### src/rtl/regfile_wb_arbiter.sv
// Round-robin arbiter sharing the register file write port between two writeback
// sources, with a busy scoreboard that the issue stage queries for pending destinations.
module regfile_wb_arbiter #(
  parameter int NREG = 32,
  parameter int XLEN = 32,
  parameter int RW   = 5
) (
  input  logic            clk,
  input  logic            reset,
  input  logic            a_valid,
  output logic            a_ready,
  input  logic [RW-1:0]   a_rd,
  input  logic [XLEN-1:0] a_wdata,
  input  logic            b_valid,
  output logic            b_ready,
  input  logic [RW-1:0]   b_rd,
  input  logic [XLEN-1:0] b_wdata,
  output logic            rf_we,
  output logic [RW-1:0]   rf_rd,
  output logic [XLEN-1:0] rf_wdata,
  input  logic            iss_valid,
  input  logic [RW-1:0]   iss_rd,
  output logic            iss_ready,
  input  logic [RW-1:0]   rs1,
  input  logic [RW-1:0]   rs2,
  output logic            rs1_busy,
  output logic            rs2_busy
);

  // Handshake: a transfer happens in any cycle where valid & ready; a source holding
  // valid keeps rd/wdata stable until ready, and may drop valid without transferring.
  typedef enum logic {PTR_A = 1'b0, PTR_B = 1'b1} ptr_t;

  ptr_t            ptr_q, ptr_d;
  logic            grant_a, grant_b;
  logic            wr_en;
  logic [RW-1:0]   wr_rd;
  logic [XLEN-1:0] wr_data;
  logic [NREG-1:0] busy_q, busy_d;

  // Pointer only advances when both sources compete.
  always_comb begin
    ptr_d   = ptr_q;
    grant_a = 1'b0;
    grant_b = 1'b0;
    if (a_valid && b_valid) begin
      if (ptr_q == PTR_A) begin
        grant_a = 1'b1;
        ptr_d   = PTR_B;
      end else begin
        grant_b = 1'b1;
        ptr_d   = PTR_A;
      end
    end else begin
      grant_a = a_valid;
      grant_b = b_valid;
    end
  end

  always_ff @(posedge clk or posedge reset) begin
    if (reset) ptr_q <= PTR_A;
    else       ptr_q <= ptr_d;
  end

  assign a_ready = grant_a;
  assign b_ready = grant_b;

  // Writes to x0 still consume the slot but never reach the register file.
  always_comb begin
    wr_rd   = a_rd;
    wr_data = a_wdata;
    if (grant_b) begin
      wr_rd   = b_rd;
      wr_data = b_wdata;
    end
    wr_en = (grant_a || grant_b) && (wr_rd != '0);
  end

  always_ff @(posedge clk or posedge reset) begin
    if (reset) begin
      rf_we    <= 1'b0;
      rf_rd    <= '0;
      rf_wdata <= '0;
    end else begin
      rf_we <= wr_en;
      if (wr_en) begin
        rf_rd    <= wr_rd;
        rf_wdata <= wr_data;
      end
    end
  end

  assign iss_ready = !busy_q[iss_rd];
  assign rs1_busy  = busy_q[rs1];
  assign rs2_busy  = busy_q[rs2];

  // Clear on the edge the register file captures; a same-cycle reservation wins.
  always_comb begin
    busy_d = busy_q;
    if (rf_we) busy_d[rf_rd] = 1'b0;
    if (iss_valid && iss_ready && (iss_rd != '0)) busy_d[iss_rd] = 1'b1;
    busy_d[0] = 1'b0;
  end

  always_ff @(posedge clk or posedge reset) begin
    if (reset) busy_q <= '0;
    else       busy_q <= busy_d;
  end

endmodule

### config.mk
export PLATFORM = sky130hd
export DESIGN_NAME = regfile_wb_arbiter
export DESIGN_NICKNAME = d
export VERILOG_FILES = /design/src/rtl/regfile_wb_arbiter.sv
export SDC_FILE = /design/constraint.sdc
export NUM_CORES = 1
export LEC_CHECK = 0
export CAP_MARGIN = 30
export CELL_PAD_IN_SITES_DETAIL_PLACEMENT = 1
export CELL_PAD_IN_SITES_GLOBAL_PLACEMENT = 2
export CORE_ASPECT_RATIO = 1.75
export CORE_MARGIN = 1.5
export CORE_UTILIZATION = 43
export CTS_BUF_LIST = sky130_fd_sc_hd__clkbuf_8 sky130_fd_sc_hd__clkbuf_16
export DETAILED_ROUTE_END_ITERATION = 8
export DONT_BUFFER_PORTS = 1
export PLACE_DENSITY_LB_ADDON = 0.15
export SETUP_SLACK_MARGIN = 0.2
export SYNTH_ARGS = -nofsm -noshare
export SYNTH_HDL_FRONTEND = slang
export SYNTH_SLANG_ARGS = --single-unit
export TNS_END_PERCENT = 30
### constraint.sdc
create_clock -name clk -period 5.2 [get_ports clk]
set_input_delay 1.04 -clock clk [delete_from_list [all_inputs] [get_ports clk]]
set_output_delay 1.04 -clock clk [all_outputs]
set_load 0.02 [all_outputs]
==> results.json <==
{
  "r2r_start": "ptr_q",
  "synth_edf_count": 0,
  "async_flop_share_pct": 100.0,
  "ys_types": 44,
  "cts_setup_buffers": 0,
  "ant_nets": 0,
  "cts_root_buf": "clkbuf_16",
  "initial_core_util_pct": 44.56,
  "crit_start": "iss_rd[2]",
  "dp_hpwl_um": 9601,
  "grt_pass1_vias": 3514,
  "track_usage_pct": 24.39,
  "ir_worst_vdd_uv": 253.1,
  "endpoint": "iss_ready",
  "cp_slowest_cell": "or3b_1",
  "holdBufCountCts": 0,
  "die_y_um": 134.4,
  "cp.required_ns": 4.16,
  "synthCells": 360,
  "layout-drive-gt1-share_pct": 29.09,
  "synth_seq_cells": 70,
  "io_pins": 137,
  "drv_cap": 0,
  "cts_made_buffers": 9,
  "yosysSeqAreaShare_pct": 41.26,
  "grt_max_degree": 42,
  "cts_buffer_depth": 2,
  "hp-class": "in -> async",
  "drt-initial-drc-count": 159,
  "die_w_um": 78.11,
  "rsz0062_at_grt": "no",
  "ff2ff_setup_slack_ns": 2.83,
  "setup_ws_ns": 1.783,
  "yosys_warnings": 0,
  "cts.htree.levels": 3,
  "period_minus_slack_ns": 3.417,
  "globalplace.congestion": 0.9062,
  "synthTopCellsByArea": "dfrtp_1 (41%), mux2_2 (12%), mux4_2 (8.0%), mux2_4 (7.1%), o21ai_0 (5.8%)",
  "reg2regPathDepth": 5,
  "end_kind": "primary output",
  "timing.hold.ws_ns": 0.5140,
  "synth_area_um2": 4245,
  "wl_per_cell_um": 25.36,
  "synthFlopType": "dfrtp_1",
  "firstDrtPassIters": 4,
  "max_freq_mhz": 292.6,
  "use_met3_pct": 6.395,
  "powerDensity_nw_per_um2": 527.3,
  "core-area_um2": 9527,
  "grt.busiest_layer": "met2",
  "yosysTopAreaCellShare_pct": 41.26,
  "critPathArrivalTime_ns": 2.38,
  "crit_chain": "or3b_1 > o22ai_1 > a221oi_1 > and4b_1",
  "drc": 0,
  "critPathKind": "in -> out",
  "finalSetupViolCount": 0,
  "worst_pin_slew_ns": 0.7301,
  "tns_ns": 0,
  "synth_fp_nets": 454,
  "insertion_delay_ns": 0.33,
  "leakage_nw": 1.861,
  "period_share_pct": 65.72,
  "grt_util_met1_pct": 23.86,
  "rr_endpoint": "rf_wdata[21]",
  "report.final.slew_viol_count": 0,
  "setup.worst_path.start_class": "input port",
  "place_ws_ns": 1.787,
  "cts_tree": "built",
  "yosysTopAreaCell": "dfrtp_1",
  "die-area_um2": 10500,
  "fp-row-count": 47,
  "areaGrowthSynthToFinish_pct": 9.195,
  "cp_max_fo": 15,
  "antenna_cells": 0,
  "slew_headroom_pct": 51.03,
  "grt_overflow": 0,
  "status": "completed",
  "synth_area_per_cell_um2": 11.79,
  "final_nets": 450,
  "path_clk_slew_ns": 0.06,
  "cts_sinks": 70,
  "finalClockSkew_ns": 0.005523,
  "vias": 3072,
  "grt_pass1_wl_um": 18980,
  "io_buffers": 0,
  "routed_wl_um": 12250,
  "hold_violations": 0,
  "vias_per_cell": 6.360,
  "met2_usage_pct": 44.54,
  "cts_resized": 0,
  "slowest_delay_ns": 0.44,
  "grt_antenna_before_repair": 0
}
synthesized netlist by cell type, types with 3 or more instances:
| master | instances |
|---|---|
| nand2b_1 | 3 |
| buf_2 | 10 |
| or4_1 | 3 |
| mux2_4 | 20 |
| o31ai_1 | 7 |
| nand3b_1 | 12 |
| mux2_2 | 46 |
| buf_6 | 3 |
| inv_1 | 7 |
| clkbuf_1 | 6 |
| mux4_2 | 15 |
| o41ai_1 | 3 |
| o2bb2ai_1 | 4 |
| o21ai_1 | 7 |
| and3_1 | 3 |
| dfrtp_1 | 70 |
| o21ai_0 | 49 |
| nor2_1 | 12 |
| nand2_1 | 14 |
| o21bai_1 | 3 |
| mux2i_1 | 17 |
| nand3_1 | 9 |
| mux2_1 | 10 |
per-layer routing:
| layer | share of wire [%] | wire [um] |
|---|---|---|
| met3 | 7.3 | 891 |
| met5 | 0 | 0 |
| met1 | 34 | 4116 |
| met4 | 5.0 | 614 |
| met2 | 54 | 6626 |
how the worst min path moves through the flow:
| stage | end | slack (ns) | startpoint | depth (start not counted) |
|---|---|---|---|---|
| 6_report | busy_q[30] | 0.51 | reset | 1 |
| 5_1_grt | busy_q[28] | 0.53 | reset | 1 |
| 4_1_cts | busy_q[30] | 0.52 | reset | 1 |
| 3_5_place_dp | ptr_q | 0.55 | ptr_q | 1 |
| 3_3_place_gp | ptr_q | 0.54 | ptr_q | 1 |
| 2_1_floorplan | ptr_q | 0.47 | ptr_q | 1 |
layout make-up:
type / instances / area [um^2]
clock inverter: 5 / 26.28
tap: 122 / 152.6
inverter: 7 / 26.28
timing repair buffer: 4 / 42.54
fill: 1032 / 4891
clock buffer: 11 / 252.7
multi-input combinational: 264 / 2384
sequential: 70 / 1752
report_power, final:
group / internal, W / switching [W]
clock network: 0.000344 / 0.000220
logic: 0.000401 / 0.000318
registers: 0.000765 / 0.000396
total: 0.00151 / 0.000935
worst max-delay path: cells and delay by family:
kind	cells	cell delay, ns
compound gates	2	0.60
simple gates	2	0.74
through the flow:
step / total power (W) / area [um^2] / instances / util (%)
2_1_floorplan: 0.001645 / 4245 / 360 / -
3_3_place_gp: 0.001865 / 4337 / 466 / 45.52
3_5_place_dp: 0.001895 / 4357 / 467 / 45.73
4_1_cts: 0.002470 / 4636 / 483 / 48.66
5_1_grt: 0.002577 / 4636 / 483 / 48.66
6_report: 0.002444 / 4636 / 483 / 48.66
state kept, by name, summed over array words and instances, names as in the netlist:
register / flops
busy_q: 31
ptr_q: 1
rf_rd: 5
rf_wdata: 32
rf_we: 1
cell usage in the layout (no fill, tap or decap), drive strengths merged, types with 4 or more instances in the layout:
cell type	Yosys	layout
nor2	12	12
inv	7	9
buf	13	4
mux2i	17	17
o21ai	56	56
o31ai	7	7
mux4	15	15
mux2	76	76
nand2	14	14
nand3b	12	12
o2bb2ai	4	4
dfrtp	70	70
nand3	9	9
clkbuf	6	11
cells by family (layout without fill, tap and decap cells):
family / count (synthesis) / count (layout) / share of synthesized area (%)
flops: 70 / 70 / 41.26
simple gates: 66 / 66 / 8.547
buf+inv: 26 / 27 / 3.124
xor+xnor: 1 / 1 / 0.2063
mux: 108 / 108 / 33.89
compound gates: 89 / 89 / 12.97
Power figures use the tool's default switching activity.
